===== config.mk =====
export PLATFORM = sky130hd
export DESIGN_NAME = port_seq_ctrl
export DESIGN_NICKNAME = d
export VERILOG_FILES = /design/src/rtl/port_seq_ctrl.sv
export SDC_FILE = /design/constraint.sdc
export NUM_CORES = 1
export LEC_CHECK = 0
export CAP_MARGIN = 20
export CORE_UTILIZATION = 49
export CTS_BUF_LIST = sky130_fd_sc_hd__clkbuf_16
export DETAILED_ROUTE_END_ITERATION = 8
export MAX_ROUTING_LAYER = met4
export PLACE_DENSITY = 0.8
export SETUP_SLACK_MARGIN = 0.05
export SYNTH_ARGS = -nofsm -noshare
export SYNTH_HDL_FRONTEND = slang
export SYNTH_SLANG_ARGS = --single-unit

===== constraint.sdc =====
create_clock -name clk -period 5.5 [get_ports clk]
set_input_delay 1.1 -clock clk [delete_from_list [all_inputs] [get_ports clk]]
set_output_delay 1.1 -clock clk [all_outputs]
set_load 0.01 [all_outputs]

===== src/rtl/port_seq_ctrl.sv =====
`timescale 1ns/1ps
`default_nettype none
// +----------------------------------------------------------------------------+
// | Module  : port_seq_ctrl                                                    |
// | Purpose : Sequencer in front of the 8-bit bidirectional port register pair.|
// |           CPU write bytes are queued in a small FIFO and presented on      |
// |           port_d/port_dir with a stb/ack handshake to the external device. |
// |           CPU reads turn the port to input, wait for the registered input  |
// |           path to settle and return the sampled port_in byte.             |
// | Ports   : clk, clear (async, active-low)                                   |
// |           wr_valid/wr_data/wr_ready  - CPU write byte stream               |
// |           rd_req/rd_data/rd_valid    - CPU read request and result         |
// |           busy                       - sequencer activity indicator        |
// |           port_d/port_dir/port_in    - port register d, in_out_en, Q_out   |
// |           stb/ack                    - external device handshake           |
// |           err_clr/timeout_err        - sticky ack-timeout flag             |
// | Revision: 1.0  initial release                                             |
// +----------------------------------------------------------------------------+
module port_seq_ctrl #(
  parameter int DEPTH       = 4,
  parameter int STB_CYCLES  = 2,
  parameter int ACK_TIMEOUT = 15,
  parameter int TURN_CYCLES = 2
) (
  input  logic       clk,
  input  logic       clear,
  input  logic       wr_valid,
  input  logic [7:0] wr_data,
  output logic       wr_ready,
  input  logic       rd_req,
  output logic [7:0] rd_data,
  output logic       rd_valid,
  output logic       busy,
  output logic [7:0] port_d,
  output logic       port_dir,
  input  logic [7:0] port_in,
  output logic       stb,
  input  logic       ack,
  input  logic       err_clr,
  output logic       timeout_err
);

  localparam int PW = $clog2(DEPTH);
  localparam int CW = PW + 1;
  localparam logic [CW-1:0] c_full      = CW'(DEPTH);
  localparam logic [7:0]    c_stb_last  = 8'(STB_CYCLES - 1);
  localparam logic [7:0]    c_ack_last  = 8'(ACK_TIMEOUT - 1);
  localparam logic [7:0]    c_turn_last = 8'(TURN_CYCLES - 1);

  typedef enum logic [2:0] {
    ST_IDLE     = 3'd0,
    ST_LOAD     = 3'd1,
    ST_STROBE   = 3'd2,
    ST_WAIT_ACK = 3'd3,
    ST_RELEASE  = 3'd4,
    ST_TURN     = 3'd5,
    ST_SAMPLE   = 3'd6
  } state_t;

  state_t        state_q, state_d;
  logic [7:0]    cnt_q, cnt_d;
  logic [7:0]    mem_q [DEPTH];
  logic [PW-1:0] wr_ptr_q, wr_ptr_d, rd_ptr_q, rd_ptr_d;
  logic [CW-1:0] count_q, count_d;
  logic          rd_pend_q, rd_pend_d;
  logic          ack_s1_q, ack_s2_q;
  logic [7:0]    port_d_q, port_d_d;
  logic          port_dir_q, port_dir_d;
  logic          stb_q, stb_d;
  logic [7:0]    rd_data_q, rd_data_d;
  logic          rd_valid_q, rd_valid_d;
  logic          timeout_err_q, timeout_err_d;
  logic          w_push, w_pop;

  // Full is judged from the registered count alone; a same-cycle pop does
  // not open a slot.
  assign wr_ready = (count_q != c_full);
  assign w_push   = wr_valid & wr_ready;
  assign busy     = (state_q != ST_IDLE) | (count_q != '0) | rd_pend_q;

  assign port_d      = port_d_q;
  assign port_dir    = port_dir_q;
  assign stb         = stb_q;
  assign rd_data     = rd_data_q;
  assign rd_valid    = rd_valid_q;
  assign timeout_err = timeout_err_q;

  // FIFO storage carries no reset; an entry is only read after being written.
  always_ff @(posedge clk) begin
    if (w_push) mem_q[wr_ptr_q] <= wr_data;
  end

  always_comb begin
    wr_ptr_d = wr_ptr_q;
    rd_ptr_d = rd_ptr_q;
    count_d  = count_q;
    if (w_push) wr_ptr_d = wr_ptr_q + PW'(1);
    if (w_pop)  rd_ptr_d = rd_ptr_q + PW'(1);
    case ({w_push, w_pop})
      2'b10:   count_d = count_q + CW'(1);
      2'b01:   count_d = count_q - CW'(1);
      default: count_d = count_q;
    endcase
  end

  always_comb begin
    state_d       = state_q;
    cnt_d         = cnt_q;
    port_d_d      = port_d_q;
    port_dir_d    = port_dir_q;
    rd_data_d     = rd_data_q;
    // A request while one is already pending simply merges into it.
    rd_pend_d     = rd_pend_q | rd_req;
    // Setting the flag below overrides this clear.
    timeout_err_d = timeout_err_q & ~err_clr;
    w_pop         = 1'b0;
    case (state_q)
      ST_IDLE: begin
        // Queued writes always drain before a pending read is serviced.
        if (count_q != '0) begin
          state_d = ST_LOAD;
        end else if (rd_pend_q) begin
          state_d    = ST_TURN;
          port_dir_d = 1'b0;
          cnt_d      = '0;
        end
      end
      ST_LOAD: begin
        port_d_d   = mem_q[rd_ptr_q];
        port_dir_d = 1'b1;
        w_pop      = 1'b1;
        cnt_d      = '0;
        state_d    = ST_STROBE;
      end
      ST_STROBE: begin
        if (cnt_q == c_stb_last) begin
          cnt_d   = '0;
          state_d = ST_WAIT_ACK;
        end else begin
          cnt_d = cnt_q + 8'd1;
        end
      end
      ST_WAIT_ACK: begin
        if (ack_s2_q) begin
          state_d = ST_RELEASE;
        end else if (cnt_q == c_ack_last) begin
          timeout_err_d = 1'b1;
          state_d       = ST_IDLE;
        end else begin
          cnt_d = cnt_q + 8'd1;
        end
      end
      ST_RELEASE: begin
        if (!ack_s2_q) state_d = ST_IDLE;
      end
      ST_TURN: begin
        // Direction has been input for the whole turn window, so the port's
        // input register now reflects the pins.
        if (cnt_q == c_turn_last) begin
          rd_data_d = port_in;
          state_d   = ST_SAMPLE;
        end else begin
          cnt_d = cnt_q + 8'd1;
        end
      end
      ST_SAMPLE: begin
        rd_pend_d = 1'b0;
        state_d   = ST_IDLE;
      end
      default: state_d = ST_IDLE;
    endcase
    stb_d      = (state_d == ST_STROBE);
    rd_valid_d = (state_d == ST_SAMPLE);
  end

  always_ff @(posedge clk or negedge clear) begin
    if (!clear) begin
      state_q       <= ST_IDLE;
      cnt_q         <= '0;
      wr_ptr_q      <= '0;
      rd_ptr_q      <= '0;
      count_q       <= '0;
      rd_pend_q     <= 1'b0;
      ack_s1_q      <= 1'b0;
      ack_s2_q      <= 1'b0;
      port_d_q      <= 8'h00;
      port_dir_q    <= 1'b0;
      stb_q         <= 1'b0;
      rd_data_q     <= 8'h00;
      rd_valid_q    <= 1'b0;
      timeout_err_q <= 1'b0;
    end else begin
      state_q       <= state_d;
      cnt_q         <= cnt_d;
      wr_ptr_q      <= wr_ptr_d;
      rd_ptr_q      <= rd_ptr_d;
      count_q       <= count_d;
      rd_pend_q     <= rd_pend_d;
      ack_s1_q      <= ack;
      ack_s2_q      <= ack_s1_q;
      port_d_q      <= port_d_d;
      port_dir_q    <= port_dir_d;
      stb_q         <= stb_d;
      rd_data_q     <= rd_data_d;
      rd_valid_q    <= rd_valid_d;
      timeout_err_q <= timeout_err_d;
    end
  end

endmodule
`default_nettype wire

---- Yosys cells after proc, flatten, opt, wreduce, memory -nomap -nowiden ----
Memory sizes are Yosys's and may differ from the RTL's. A register that Yosys moved wholly into a read port is not among the register bits.
Cells that the tools add are included.
Widths: inputs -> output; s select.
word-level totals
  register bits after elaboration ......... 33
  bits in writable memories ............... 32
  input bits .............................. 22
  word-level logic and storage cells ...... 79
  memories ................................ 1
memory list
  memory  depth  width  read ports  clocked after memory_dff  write ports  RTL line  text
  mem_q   4      8      1           1                         1            62        logic [7:0] mem_q [DEPTH];
operators by class
  $add $sub $neg .......................... 5
  eq/ne operators ......................... 18
  muxes and demuxes ....................... 26
  bitwise logic cells ..................... 6
  reduce and logical (&&, ||, !) cells .... 10
operators with widths
  kind                 number
  $mux 8               6
  $pmux 8 s5           1
  $mux 3               7
  $pmux 3 s6           1
  $eq 3x3->1 const B   4
  $ne 2x2->1 const B   5
  $eq 3x2->1 const B   3
  $mux 1               9
  $add 8x1->8 const B  1
  $eq 8x1->1 const B   1
  $eq 8x4->1 const B   1
  $pmux 3 s2           1
  $reduce_and 6->1     1
  $reduce_bool 3->1    2
  $reduce_bool 5->1    1
  $add 2x1->2 const B  2
  $reduce_bool 2->1    2
  $add 3x1->3 const B  1
  $eq 3x1->1 const B   1
  $logic_not 3->1      1
  $ne 3x3->1 const B   1
  $or 1x1->1           3
  $reduce_and 3->1     1
  $sub 3x1->3 const B  1
  7 further kinds      8

---- Logic depth before layout (Yosys ltp) ----
  word-level depth ........................ 5
  gate-level depth with buffers ........... 10
  mapped depth without buffers ............ 10

---- Least setup slack after synthesis ----
Ideal clock, no wire load.
  path type ............................... input -> register
  start ................................... input wr_valid
  end ..................................... register count_q[2]
  arrival time ............................ 2,265 ps
  path slack .............................. 3,156 ps
  cell stages on the path ................. 8
  cells stage by stage .................... and2_1 inv_1 ha_1 inv_1 fa_1 xor2_1 nor2_1 xor2_1
between the ends
  cells in the longest elaborated chain, start to end .. 3
  elaborated cells between the ends (all ways) .. 5
RTL lines
  what                                                    RTL line  text
  start: declaration                                      27        input logic wr_valid,
  $and 1x1->1 (*)                                         78        assign w_push = wr_valid & wr_ready;
  $eq 2x1->1 / $eq 2x2->1 (equally long branches)         99        case ({w_push, w_pop})
  $pmux 3 s2 / $reduce_bool 2->1 (equally long branches)  --
  end signal: assignment                                  197       count_q <= count_d;
  end: declaration                                        64        logic [CW-1:0] count_q, count_d;
Every way passes the cells marked *; elsewhere a longest branch is shown, timed or not.
A chain may end at the register's enable or synchronous reset.

---- Worst setup path in the final report ----
  start ................................... register state_q[1]
  end ..................................... output busy
between the ends
  cells in the longest elaborated chain, start to end .. 3
RTL lines
  what                      RTL line  text
  start: declaration        60        state_t state_q, state_d;
  start signal: assignment  193       state_q <= state_d;
  $reduce_bool 3->1         79        assign busy = (state_q != ST_IDLE) | (count_q != '0) | rd_pend_q;
  $or 1x1->1 (2 in series)  79
  end: declaration          33        output logic busy,
No other way between the ends.

==> reports/results.ini <==
[die]
fp.dieW_um = 82.7
rows = 29
num_io_pins = 44
die_h_um = 82.7
die_area_sq_um = 6840
start_util_pct = 50.6
core_sq_um = 6310

[pwr]
power_density_nw_per_um2 = 539
p_int_mw = 1.42
leakage_nw = 1.57
swShare_pct = 32.8
p_clk_share_pct = 24.3
ir_drop_v = 0.000348
p_switching_uw = 693
pwr-share-seq_pct = 41.8
pwr-share-comb_pct = 33.9
totalPowerFinal_mw = 2.11

[synth]
yosysSeqAreaShare_pct = 62.3
synth_cell_types = 43
ys_warn_count = 0
synth_top_cell_by_area = dfrtp_1
ys_ff_latch = 73
synth.area.top_cells = dfrtp_1 32%, edfxtp_1 30%, mux4_2 5.6%, nand2_1 4.0%, ha_1 3.1%
syn_area_sq_um = 3190
synthesis.nets = 272
synth_cells = 241
synth_top_cell_area_share_pct = 32.1
avgSynthCellArea_sq_um = 13.2

[flow_run]
drv_cap = 0

[placed_design]
place_ws_ns = 2.58
dp.cells = 351
gp_congestion = 0.798
dp_hpwl_um = 4040
io_buffer_count = 43

[timing]
rsz0062_at_grt = no
fin_crit_sh_pct = 52.5
post-route-min-period_ns = 2.89
max_slew_margin_pct = 32.2
worst_pin_slew_ns = 1.01
tns_ns = 0
hold_viol = 0
finalWorstSetupSlack_ns = 2.61
setup_violations = 0
fmax_ghz = 0.346
slew_violations = 0
skew_ns = 0.00813

[critical_path]
r2r-end = count_q[2]
endpoint = busy
arrival_ns = 1.79
path_class = reg2out
cp-end-kind = primary output
reg2reg_depth = 8
start_kind = register
worst_ep_required_time_ns = 4.40
cp_max_fo = 10
r2r_start = state_q[1]
worstSetupStartpoint = state_q[1]
rrSetupSlack_ns = 2.72

[clock_network]
clkTransAtPathRegs_ns = 0.06
postCtsResizedCells = 0
htreeDepth = 3
cts_buffers = 9
clk_latency_ns = 0.33
clockBufferDepth = 2
cts_tree = yes
clock-sinks = 73
ctsHoldBuffers = 0
root_buffer = clkbuf_16
cts_setup_buffers = 0

[cells_and_area]
final_nets = 316
n_antenna_cell = 0
syn2layout_area_growth_pct = 22.9
drive_above_1_share_pct = 13.4
final_cells = 367

[routing]
wl_per_cell_um = 16.0
wirelength_um = 5870
viasPerCell = 5.51
first_iter_violations = 78
antenna_left = 0
dr_total_vias = 2021
first_pass_iters = 4
drc_errors = 0

[outcome]
run_status = complete, no violations

[min_path]
hp-class = reg2reg

[global_routing]
antenna_found_initial = 0
grt_max_degree = 42
grt_overflow_total = 0
grtUsageTotal_pct = 20.4
grt_pass1_wl_um = 9450
grt_pass1_vias = 1950

## area by class of cell
cell class                 count  area [sq um]
clock inverter                 7          40.0
multi-input combinational    147          1110
clock buffer                   9           225
sequential                    73          1990
tap                           77          96.3
fill                         486          2390
timing repair buffer          43           425
inverter                      11          41.3
## logic make-up (layout without fill, tap and decap cells)
logic type      count (synthesis)  in the layout  synth area share [%]
simple gates                   84             84                  13.6
flops                          73             73                  62.2
compound gates                 31             31                  6.90
buf+inv                        21             70                  3.06
mux                            17             17                  8.78
fa+ha+maj                       9              9                  3.76
xor+xnor                        6              6                  1.65
## layer usage
layer / share of wire, % / GRT usage (%) / wire length [um]
met5: 0 / - / 0
met4: 1.6 / 9.31 / 92
met3: 4.8 / 6.04 / 284
met2: 49 / 31.4 / 2890
met1: 44 / 25.0 / 2610
## flip-flops by register name (all words and copies together), names as in the netlist
register / flops
ack_s2_q: 1
timeout_err: 1
rd_valid: 1
rd_pend_q: 1
wr_ptr_q: 2
port_dir: 1
rd_data: 8
count_q: 3
stb: 1
port_d: 8
state_q: 3
cnt_q: 8
ack_s1_q: 1
rd_ptr_q: 2
mem_q: 32
## critical path, cell delays in order, from the launching register on
cell and delay, ns:
dfrtp_1 0.54, nor2_1 0.12, and3b_1 0.19, nand2b_1 0.08, clkdlybuf4s50_1 0.53
## worst min path at each step
stage               depth (start not counted)       end  slack (ns)  startpoint
finish                                      0  ack_s2_q        0.36    ack_s1_q
global route                                0  ack_s2_q        0.37    ack_s1_q
CTS                                         0  ack_s2_q        0.36    ack_s1_q
detailed placement                          0  ack_s2_q        0.35    ack_s1_q
global placement                            0  ack_s2_q        0.33    ack_s1_q
floorplan                                   0  ack_s2_q        0.33    ack_s1_q
## layout by cell type (no fill, tap or decap), types with 2 or more instances in the layout
cell type,n
clkdlybuf4s50_1,42
edfxtp_1,32
xnor2_1,3
ha_1,8
inv_1,13
o22ai_1,2
nand3_1,5
mux2_2,8
nand2_1,34
nor3_2,2
a21oi_1,4
or2_2,2
o21ai_0,13
o31ai_1,4
dfrtp_1,41
nor2_1,9
nor3_1,7
and3_1,7
nand2b_1,5
o41ai_1,2
or3_1,3
mux4_2,8
xor2_1,3
clkbuf_16,9
nor3b_1,2
clkinvlp_4,2
## metrics by stage
stage | cell area [sq um] | util, % | hold WS [ns]
after floorplan | 3190 | - | 0.331
after global placement | 3660 | 57.9 | 0.333
after detailed placement | 3660 | 57.9 | 0.351
after CTS | 3920 | 62.1 | 0.363
after global routing | 3920 | 62.1 | 0.368
final | 3920 | 62.1 | 0.360
## power groups by stage
stage               clock, mW  combinational (mW)  sequential (mW)
detailed placement          0               0.718            0.893
global route            0.549               0.792            0.908
finish                  0.514               0.717            0.882
global placement            0               0.692            0.883
floorplan                   0               0.508            0.847
CTS                     0.525               0.726            0.886
## Yosys cell counts
cell      count
a21boi_0      1
a21oi_1       4
a221oi_1      1
a31oi_1       1
and2_1        1
and2_4        1
and3_1        7
and3b_1       1
buf_1         1
buf_2         3
buf_6         2
clkbuf_1      4
dfrtp_1      41
edfxtp_1     32
fa_1          1
ha_1          8
inv_1        11
mux2_2        8
mux2i_1       1
mux4_2        8
nand2_1      34
nand2b_1      5
nand2b_4      1
nand3_1       5
nor2_1        9
nor3_1        7
nor3_2        2
nor3b_1       2
nor4_1        1
o21ai_0      13
o22a_1        1
o22ai_1       2
o31ai_1       4
o32ai_4       1
o41ai_1       2
o41ai_2       1
or2_2         2
or3_1         3
or3b_2        1
or4_1         1
or4bb_1       1
xnor2_1       3
xor2_1        3
Note: power is estimated with default switching activity, not from simulation.
==> variant, RTL diff (same settings) <==
Take the reset off `rd_data_q` and load it in a clocked block of its own.
--- a/src/rtl/port_seq_ctrl.sv
+++ b/src/rtl/port_seq_ctrl.sv
@@ -187,5 +187,4 @@
       port_dir_q    <= 1'b0;
       stb_q         <= 1'b0;
-      rd_data_q     <= 8'h00;
       rd_valid_q    <= 1'b0;
       timeout_err_q <= 1'b0;
@@ -202,5 +201,4 @@
       port_dir_q    <= port_dir_d;
       stb_q         <= stb_d;
-      rd_data_q     <= rd_data_d;
       rd_valid_q    <= rd_valid_d;
       timeout_err_q <= timeout_err_d;
@@ -208,4 +206,8 @@
   end
 
+  always_ff @(posedge clk) begin
+    rd_data_q <= rd_data_d;
+  end
+
 endmodule
 `default_nettype wire
Formal check against the unedited RTL: not equivalent (a bounded check fails within 10 cycles, from zero or initial values; the reset may be asserted at any time).
==> variant against the unedited design <==
Count of clock-buffer cells in the layout unchanged; sequential cell count did not move; synthesized area down 1.7%; critical path depth is 1 lower; largest cell class unchanged; global-route usage increased by 0.45 points; maximum frequency decreased by 0.54%; wire length down 3.0%; power fell by 3.8%; first-iteration DRC count up 83%; non-clock buffer count grew 2; worst setup slack got worse by 16 ps; design area fell by 0.16%.
==> variant: results <==
{
  "synth_cell_types": 48,
  "grt_pass1_wl_mm": 9.44,
  "holdWs_ps": 350,
  "post-place-ws_ps": 2590,
  "path_delay_family": "simple AND/OR/NAND/NOR gates",
  "cpPeakStageDelay_ps": 510,
  "drt_iter0_markers": 143,
  "dp_cells": 326,
  "synth_flop_cell": "edfxtp_1",
  "worstPathMaxFanout": 4,
  "grt_max_degree": 34,
  "via_per_inst": 5.49,
  "synth_edf_count": 40,
  "r2r_slack_ps": 3370,
  "crit-reg2reg-launch": "state_q[0]",
  "slowest_stage": "clkdlybuf4s50_1",
  "slew_headroom_pct": 58.5,
  "status": "finished, final reports clean",
  "max_cap_viol_count": 0,
  "placed_area_um2": 3630,
  "async_flop_share_pct": 45.2,
  "portBuffers": 43,
  "synth-seq-area-share_pct": 64.6,
  "power_density_nw_per_um2": 519,
  "diodes": 0,
  "fin_skew_ps": 5.45,
  "synth_nets": 245,
  "synthTopCellsByCount": "edfxtp_1, dfrtp_1, inv_1, nand2_1, nor2_1",
  "p_clk_share_pct": 27.2,
  "netlist_instances": 214,
  "grt_usage_pct": 20.9,
  "gp_congestion": 0.756,
  "hpwlAfterDp_mm": 3.79,
  "seqPwrFrac_pct": 42.0,
  "peakVddDrop_v": 0.000300,
  "drive_above_1_share_pct": 15.7,
  "nNetsFinal": 293,
  "hold_start": "ack_s1_q",
  "ys_top_cells_by_area": "edfxtp_1, dfrtp_1, mux4_2",
  "grt_pass1_vias": 1885,
  "switching_share_pct": 33.1,
  "reg2reg_depth": 8,
  "wl_per_cell_um": 16.7
}
-- variant: metal layers --
metal  global-route usage, %  vias to the layer above  routed length [um]
li1                        -                      887                   -
met1                    26.1                      923                2520
met2                    30.7                       58                2740
met3                    5.67                       11                 314
met4                    11.9                        0                 130
met5                       -                        -                   0
-- variant: logic make-up (layout without fill, tap and decap cells) --
logic type / count (synthesis) / count (layout) / synth area share [%]
adders and majority gates: 9 / 9 / 3.83
buffers and inverters: 22 / 75 / 3.15
muxes: 18 / 18 / 9.25
AOI/OAI and AO/OA: 32 / 32 / 7.14
DFF: 73 / 73 / 64.6
xor gates and xnor gates: 6 / 6 / 1.68
and+or+nand+nor: 54 / 54 / 10.3
-- variant: cell type report --
class | count | area [um2]
clock buffers | 9 | 225
clock inverters | 7 | 61.3
fillers | 445 | 2140
inverters | 14 | 52.6
multi-input cells | 119 | 1010
flip-flops and latches | 73 | 2030
well taps | 75 | 93.8
repair buffers | 45 | 445
